### src/rtl/mem_port_arbiter.sv
// mem_port_arbiter: round-robin arbiter with burst lock sharing one synchronous memory port
module mem_port_arbiter #(
  parameter int NUM_REQ  = 4,
  parameter int ADDR_W   = 16,
  parameter int DATA_W   = 32,
  parameter int LOCK_MAX = 64
) (
  input  logic                      clk,
  input  logic                      reset_n,
  input  logic [NUM_REQ-1:0]        req,
  input  logic [NUM_REQ-1:0]        lock,
  input  logic [NUM_REQ-1:0]        we,
  input  logic [NUM_REQ*ADDR_W-1:0] addr,
  input  logic [NUM_REQ*DATA_W-1:0] wdata,
  output logic [NUM_REQ-1:0]        gnt,
  output logic [NUM_REQ-1:0]        rvalid,
  output logic [DATA_W-1:0]         rdata,
  output logic                      mem_clk,
  output logic                      mem_we,
  output logic [ADDR_W-1:0]         mem_addr,
  output logic [DATA_W-1:0]         mem_write_data,
  input  logic [DATA_W-1:0]         mem_read_data
);
  localparam int IW = NUM_REQ > 1 ? $clog2(NUM_REQ) : 1;
  localparam int CW = $clog2(LOCK_MAX + 1);
  localparam logic [0:0] IDLE   = 1'b0;
  localparam logic [0:0] LOCKED = 1'b1;
  logic [0:0]    state;
  logic [IW-1:0] rr_ptr, owner, win, sel, idx, tag1, tag2;
  logic [CW-1:0] lock_cnt, cnt_nxt;
  logic          found, accept, rv1, rv2;
  // round-robin scan: first requester at or after rr_ptr
  always_comb begin
    win   = '0;
    found = 1'b0;
    idx   = '0;
    for (int j = 0; j < NUM_REQ; j++) begin
      idx = IW'((int'(rr_ptr) + j) % NUM_REQ);
      if (!found && req[idx]) begin
        found = 1'b1;
        win   = idx;
      end
    end
  end
  assign sel     = state == LOCKED ? owner : win;
  assign accept  = reset_n && (state == LOCKED ? req[owner] : found);
  assign gnt     = accept ? NUM_REQ'(1) << sel : '0;
  assign cnt_nxt = state == IDLE ? CW'(1) : lock_cnt + CW'(1);
  assign rvalid  = rv2 ? NUM_REQ'(1) << tag2 : '0;
  assign rdata   = mem_read_data;
  assign mem_clk = clk;
  // arbitration state: pointer advance, lock entry, counted or voluntary release
  always_ff @(posedge clk or negedge reset_n) begin
    if (!reset_n) begin
      state    <= IDLE;
      rr_ptr   <= '0;
      owner    <= '0;
      lock_cnt <= '0;
    end else if (state == LOCKED && !req[owner]) begin
      state    <= IDLE;
      lock_cnt <= '0;
    end else if (accept) begin
      rr_ptr <= sel == IW'(NUM_REQ - 1) ? '0 : sel + IW'(1);
      owner  <= sel;
      if (lock[sel] && cnt_nxt < CW'(LOCK_MAX)) begin
        state    <= LOCKED;
        lock_cnt <= cnt_nxt;
      end else begin
        state    <= IDLE;
        lock_cnt <= '0;
      end
    end
  end
  // memory command registers; write data only changes on writes
  always_ff @(posedge clk or negedge reset_n) begin
    if (!reset_n) begin
      mem_we         <= 1'b0;
      mem_addr       <= '0;
      mem_write_data <= '0;
    end else begin
      mem_we <= accept && we[sel];
      if (accept) mem_addr <= addr[int'(sel)*ADDR_W +: ADDR_W];
      if (accept && we[sel]) mem_write_data <= wdata[int'(sel)*DATA_W +: DATA_W];
    end
  end
  // two-stage read tag pipeline matching the memory's latency
  always_ff @(posedge clk or negedge reset_n) begin
    if (!reset_n) begin
      rv1  <= 1'b0;
      rv2  <= 1'b0;
      tag1 <= '0;
      tag2 <= '0;
    end else begin
      rv1  <= accept && !we[sel];
      tag1 <= sel;
      rv2  <= rv1;
      tag2 <= tag1;
    end
  end
endmodule
### config.mk
export PLATFORM = sky130hd
export DESIGN_NAME = mem_port_arbiter
export DESIGN_NICKNAME = d
export VERILOG_FILES = /design/src/rtl/mem_port_arbiter.sv
export SDC_FILE = /design/constraint.sdc
export NUM_CORES = 1
export LEC_CHECK = 0
export CAP_MARGIN = 25
export CORE_AREA = 2 2 129 131
export DETAILED_ROUTE_END_ITERATION = 16
export DIE_AREA = 0 0 131 133
export HOLD_SLACK_MARGIN = 0.15
export MAX_ROUTING_LAYER = met4
export PLACE_DENSITY = 0.72
export SLEW_MARGIN = 15
export SYNTH_ARGS = -nofsm -noshare
export SYNTH_HDL_FRONTEND = slang
export SYNTH_SLANG_ARGS = --single-unit
### constraint.sdc
create_clock -name clk -period 3 [get_ports clk]
set_input_delay 0.45 -clock clk [delete_from_list [all_inputs] [get_ports clk]]
set_output_delay 0.45 -clock clk [all_outputs]
set_load 0.05 [all_outputs]
# Word-level counts from Yosys, hierarchy flattened
# Cells that the tools add are included.
# word_totals
reg_bits,67
word_cells,78
# op_classes
n_addsub,5
n_lt_le_gt_ge,7
eq_ne,1
shifts,4
n_mux,34
bitwise,1
reduce_logical,15
# op_table
cell,n
128-bit by 8-bit variable part select with 32-bit output,1
64-bit by 7-bit variable part select with 16-bit output,1
7-bit 2-to-1 mux,4
2-bit by 3-bit < comparator with 1-bit output (second input constant),6
1-bit 2-to-1 mux,15
1-bit binary-select mux with 2-bit select,7
2-bit 2-to-1 mux,6
1-bit logical AND,8
4-bit 2-to-1 mux,2
1-bit by 2-bit left shift with 4-bit output (first input constant),2
7-bit by 1-bit adder with 7-bit output (second input constant),1
7-bit < comparator (second input constant),1
1-bit logical NOT,5
2-bit by 1-bit adder with 2-bit output (second input constant),2
2-bit adder (second input constant),2
2-bit == test (second input constant),1
2-bit AND reduction,1
2-bit nonzero test,1
1-bit NOT,1

# Depth between registers and ports, before layout
# Gate-level depths: netlist of the first run.
# depth
depth_word,19
ltp_mapped,10
mapped_depth_nobuf,7

==> results of run 1 <==
cell usage in the layout, fill, tap and decap left out, types with 2 or more instances in the layout:
| master | count |
|---|---|
| inv_1 | 6 |
| buf_4 | 10 |
| ha_1 | 5 |
| nand2b_1 | 4 |
| and2_1 | 3 |
| clkdlybuf4s50_1 | 258 |
| and3_1 | 2 |
| dfrtp_1 | 67 |
| o21ai_0 | 11 |
| nor4_1 | 2 |
| mux2i_1 | 131 |
| a31oi_1 | 2 |
| clkbuf_1 | 3 |
| or3_1 | 2 |
| mux2_4 | 29 |
| nor2_1 | 7 |
| a21oi_1 | 6 |
| buf_12 | 7 |
| nand2_1 | 30 |
| nand3_1 | 4 |
| nor2b_1 | 2 |
| mux2_2 | 23 |
| inv_2 | 2 |
| a22o_1 | 3 |
| nor3b_1 | 2 |
| clkbuf_16 | 12 |
| clkinv_2 | 2 |
| o21ai_1 | 10 |
through the flow:
step	cells	utilization	power [W]	instance area, µm²	worst slack [ns]
floorplan	431	-	0.00570	4890	0.0552
global placement	869	0.466	0.00709	7530	0.104
detailed placement	869	0.466	0.00719	7530	0.00416
CTS	887	0.488	0.00843	7880	0.107
global route	887	0.488	0.00879	7880	0.00158
finish	887	0.488	0.00831	7880	0.116
final timing paths:
check                                                end  slack [ns]  depth (start not counted)
max                                              mem_clk        0.12                          3
min in group clk                           rv2$_DFF_PN0_        0.35                          0
max in group asynchronous  mem_write_data[6]$_DFFE_PN0P_        2.15                          2
min                                    state$_DFFE_PN0P_        0.28                          2
max reg2reg                mem_write_data[6]$_DFFE_PN0P_        0.49                          7
min reg2reg                                rv2$_DFF_PN0_        0.35                          0
sequential cells by signal, indices dropped and copies added (netlist names), 2 cells and up:
| name | count |
|---|---|
| tag1 | 2 |
| tag2 | 2 |
| rr_ptr | 2 |
| owner | 2 |
| mem_addr | 16 |
| mem_write_data | 32 |
| lock_cnt | 7 |
power groups by stage:
stage               Combinational, W  Clock (W)  Sequential (W)
detailed placement           0.00550  0.0000769         0.00161
floorplan                    0.00290  0.0000719         0.00273
global route                 0.00577    0.00136         0.00167
global placement             0.00540  0.0000769         0.00162
finish                       0.00543    0.00127         0.00161
CTS                          0.00550    0.00131         0.00162
timing repair:
action,in CTS,in global routing
setup endpoints to repair,0,1
hold endpoints to repair,0,0
gates resized for setup,0,1
cell usage after synthesis (2+ instances only):
library cell | count | area [µm²]
mux2i_1 | 131 | 1310
dfrtp_1 | 67 | 1680
buf_4 | 37 | 278
nand2_1 | 30 | 113
mux2_4 | 29 | 435
mux2_2 | 23 | 259
o21ai_0 | 11 | 55.1
clkbuf_1 | 10 | 37.5
o21ai_1 | 10 | 50.1
inv_1 | 7 | 26.3
nor2_1 | 7 | 26.3
a21oi_1 | 6 | 30.0
ha_1 | 5 | 62.6
buf_6 | 4 | 45.0
nand2b_1 | 4 | 25.0
nand3_1 | 4 | 20.0
a22o_1 | 3 | 26.3
and2_1 | 3 | 18.8
buf_12 | 3 | 60.1
buf_2 | 3 | 15.0
a31oi_1 | 2 | 12.5
and3_1 | 2 | 12.5
nor2b_1 | 2 | 12.5
nor3b_1 | 2 | 15.0
nor4_1 | 2 | 12.5
or3_1 | 2 | 12.5
critical path, delay by kind of cell:
family	cells	cell delay [ns]
buffers and inverters	3	0.94
cells by family after synthesis:
family                     Yosys count  synth area share
and+or+nand+nor                     67            0.0701
DFF                                 67             0.343
adders and majority gates            5            0.0128
buffers and inverters               65            0.0952
xor gates and xnor gates             1           0.00179
AOI/OAI and AO/OA                   42            0.0612
muxes                              184             0.416
area by class of cell:
| type | instances | area share |
|---|---|---|
| repair buffers | 274 | 0.354 |
| inverters | 8 | 0.00381 |
| flip-flops and latches | 67 | 0.213 |
| well taps | 220 | 0.0349 |
| clock buffers | 16 | 0.0408 |
| multi-input cells | 299 | 0.349 |
| clock inverters | 3 | 0.00508 |
layer usage:
metal  up-vias  GRT usage
met3        24     0.0392
li1       1988          -
met5         -          -
met1      1894      0.181
met2       210      0.296
met4         0     0.0697
==> run metrics, run 1 <==
Layout area overhead=61.3%; Sequential Area=1680 µm²; status=completed; RSZ-0062 raised after global routing=false; Psw=0.00367 W; initial antenna violation count=0; period utilization=0.961; Comb pwr share=0.653; vias per cell=4.64; max-cap violations=0; worst-path maximum fanout=2; Pint=0.00465 W; crit path time final=2.88 ns; number of synthesized flops with an enable pin=0; Synth warnings=0; CTS tree=yes; CP max-delay cell=clkdlybuf4s50_1; Startpoint Class=clock port; Synth Instances=431; skew final=0.00712 ns; Peak VDD IR=0.521 mV; antenna cells=0; average size of a mapped cell=11.3 µm²; Sw Share=0.441; Mapped Area=4890 µm²; worst skew pair latency=0.44 ns; die area=17400 µm²; worst path arrival time=2.43 ns; clock share of power=0.153; worst min path class=in -> async; routability-driven placement congestion ratio=0.878; first-pass GRT wire length=22000 µm; Crit Path Class=clk -> out; pwr dens=1050 nW/µm²; # rows=47; layout cells sized above 1=0.142; vias=4116; met2 WL=7490 µm; Post-synth ARST share=1.00; Slew @ Worst Pin=0.870 ns; First DRT Iteration DRCs=102; Detailed Place HPWL=11800 µm; area of the multi-input gates=2750 µm²; initial core utilization=0.302; IO buf count=263; endpoints failing setup=0; Core ar.=16200 µm²; vias in the first global route=4288; Yosys reg bits=67; dominant synthesized flop cell=dfrtp_1; Critical Path Start=clk; Filler Cells Inserted=1451; WP data required=2.55 ns; DRC viols=0; DRT antenna net count=0; Slew HR=0.420; DR pass1 iterations=4; I/O pins=328; Clock Pin Slew Worst Setup and Hold Paths=0.05 ns; CP dominant cell by count=clkbuf_16; fmax=350 MHz; cells along the critical path=clkbuf_16 -> clkbuf_16 -> clkdlybuf4s50_1; mean routed wirelength per cell=16.6 µm; Die Span X=131 µm; cts-stage hold buffer count=0; CP max stage delay=0.69 ns; leakage=3.68 nW; reg2reg start=owner[1]$_DFFE_PN0P_; Highest Signal Layer=met4; Post-CTS Setup Bufs=0; post-synthesis cell type count=48; GRT Overall Usage=0.169; Met3 Wirelength=1340 µm; largest net degree at the start of global routing=69; final hold vios=0; WL met1=5530 µm; NumNets Final=906; DRT Wirelength=14700 µm; sequential area share after synthesis=0.343; Final Max Tran Viols=0; Flop pwr share=0.194; Setup TNS=0 ns; Crit. End Element=output pin; GRT overflow=0; Die H=133 µm; Synth Net Count=674; hold_ws=0.277 ns
Note: power is estimated with default switching activity, not from simulation.
==> run 2, diff against run 1 <==
Settings changed: ABC_CLOCK_PERIOD_IN_PS from default to 3000, SLEW_MARGIN 15 to 0.
==> results of run 2 <==
The final DEF is identical to that of run 1; final timing and power are the same.
==> run 3, diff against run 2 <==
Settings changed: PLACE_DENSITY 0.72 to 0.7.
==> run 3 against run 2 <==
  * Sequential power about the same
  * Via count up 0.80%
  * Routed wire length down 3.8%
  * Combinational power up 1%
  * Clock-buffer cell count unchanged
  * Clock skew down 0.0029 ns
  * Critical path type unchanged
  * Largest power group unchanged
  * Largest cell class unchanged
  * Core utilization up 0.36 points
  * Register-to-register slack worse by 0.17 ns
  * Critical path depth unchanged
==> run metrics, run 3 (synthesis gave the netlist of run 1 again) <==
status=completed; Util after Layout=0.491; first-pass GRT wire length=21000 µm; Flop pwr share=0.193; Sequential Area=1680 µm²; Core ar.=16200 µm²; vias per cell=4.64; Layout area overhead=62.5%; WP data required=2.55 ns; layout cells sized above 1=0.156; routability-driven placement congestion ratio=0.801; register name with the most flops=mem_write_data; initial core utilization=0.302; worst path arrival time=2.44 ns; Detailed Place HPWL=11400 µm; Crit Path Class=clk -> out; DRT antenna net count=0; Sw Share=0.442; area of the multi-input gates=2760 µm²; vias in the first global route=4249; Pint=0.00464 W; mean routed wirelength per cell=15.8 µm; vias=4149; Startpoint Class=clock port; max-cap violations=0; GRT Overall Usage=0.161; number of flip-flops in the largest register=32; First DRT Iteration DRCs=144; # rows=47; Final Instance Count excl. Fillers=895; Setup TNS=0 ns; IO buf count=263; commonest cells after routing, fill and taps aside=clkdlybuf4s50_1, mux2i_1, dfrtp_1, nand2_1, mux2_4; commonest non-fill, non-tap cell in the layout=clkdlybuf4s50_1; Setup WS post-layout=0.109 ns; total power=0.00832 W; Clock Pin Slew Worst Setup and Hold Paths=0.05 ns; worst min path class=reg -> reg; skew final=0.00426 ns; leakage=3.72 nW; die area=17400 µm²; RSZ-0062 raised after global routing=false; largest net degree at the start of global routing=51; Final Max Tran Viols=0; Filler Cells Inserted=1470; worst skew pair latency=0.44 ns; Psw=0.00368 W; DRT Wirelength=14100 µm; antenna cells=0; Comb pwr share=0.660; Crit. End Element=output pin; worst-path maximum fanout=2; endpoints failing setup=0; Die Span X=131 µm; GRT overflow=0; NumNets Final=914; DRC viols=0; initial antenna violation count=0; Peak VDD IR=0.576 mV; CTS tree=yes; clock share of power=0.147; largest registers=mem_write_data x32, mem_addr x16, lock_cnt x7; Slew HR=0.582; final hold vios=0; Slew @ Worst Pin=0.627 ns; DR pass1 iterations=5; I/O pins=328; Die H=133 µm; placed insts=873; Place WS=0.0337 ns; pwr dens=1050 nW/µm²
## run 3: layer usage
| layer | track usage | wire (µm) | vias to the layer above |
|---|---|---|---|
| met1 | 0.165 | 5100 | 1902 |
| met5 | - | 0 | - |
| li1 | - | - | 2003 |
| met3 | 0.0412 | 1370 | 32 |
| met2 | 0.288 | 7340 | 212 |
| met4 | 0.0680 | 309 | 0 |
## run 3: area by class of cell
type                       count  share of cell area
clock buffer                  16              0.0418
sequential                    67               0.211
timing repair buffer         282               0.359
clock inverter                 3             0.00189
multi-input combinational    299               0.348
tap                          220              0.0347
inverter                       8             0.00378
## run 3: worst paths after layout
| path | cells past startpoint | slack [ns] | endpoint | from |
|---|---|---|---|---|
| worst min register to register | 0 | 0.36 | tag2[0]$_DFF_PN0_ | tag1[0]$_DFF_PN0_ |
| worst max-delay path | 3 | 0.11 | mem_clk | clk |
| worst min-delay path | 0 | 0.36 | tag2[0]$_DFF_PN0_ | tag1[0]$_DFF_PN0_ |
| min in group asynchronous | 2 | 0.47 | lock_cnt[5]$_DFFE_PN0P_ | reset_n |
| worst max register to register | 9 | 0.32 | mem_write_data[0]$_DFFE_PN0P_ | owner[1]$_DFFE_PN0P_ |
| max in group asynchronous | 3 | 1.61 | mem_write_data[16]$_DFFE_PN0P_ | reset_n |
## run 3: repair_timing
item                                   in CTS  in global routing
setup buffers                               0                  3
endpoints found under the hold margin      17                  0
hold buffers                                1                  0
gates resized for setup                     0                  4
setup endpoints to repair                   0                  4
## run 3: worst max-delay path, stage by stage
cell             delay, ns
clkbuf_16             0.12
clkbuf_16             0.13
clkdlybuf4s50_1       0.69
## run 3: power by group through the flow
stage | Sequential, W | Clock, W | Combinational (W)
after floorplan | 0.00273 | 0.0000719 | 0.00290
after global placement | 0.00160 | 0.0000769 | 0.00542
after detailed placement | 0.00161 | 0.0000769 | 0.00551
after CTS | 0.00161 | 0.00126 | 0.00553
after global routing | 0.00167 | 0.00130 | 0.00583
final | 0.00160 | 0.00123 | 0.00549
## run 3: metrics by stage
step	area, µm²	hold WS, ns
final	7940	0.358
after global placement	7560	0.332
after detailed placement	7560	0.349
after floorplan	4890	0.154
after CTS	7910	0.361
after global routing	7940	0.365
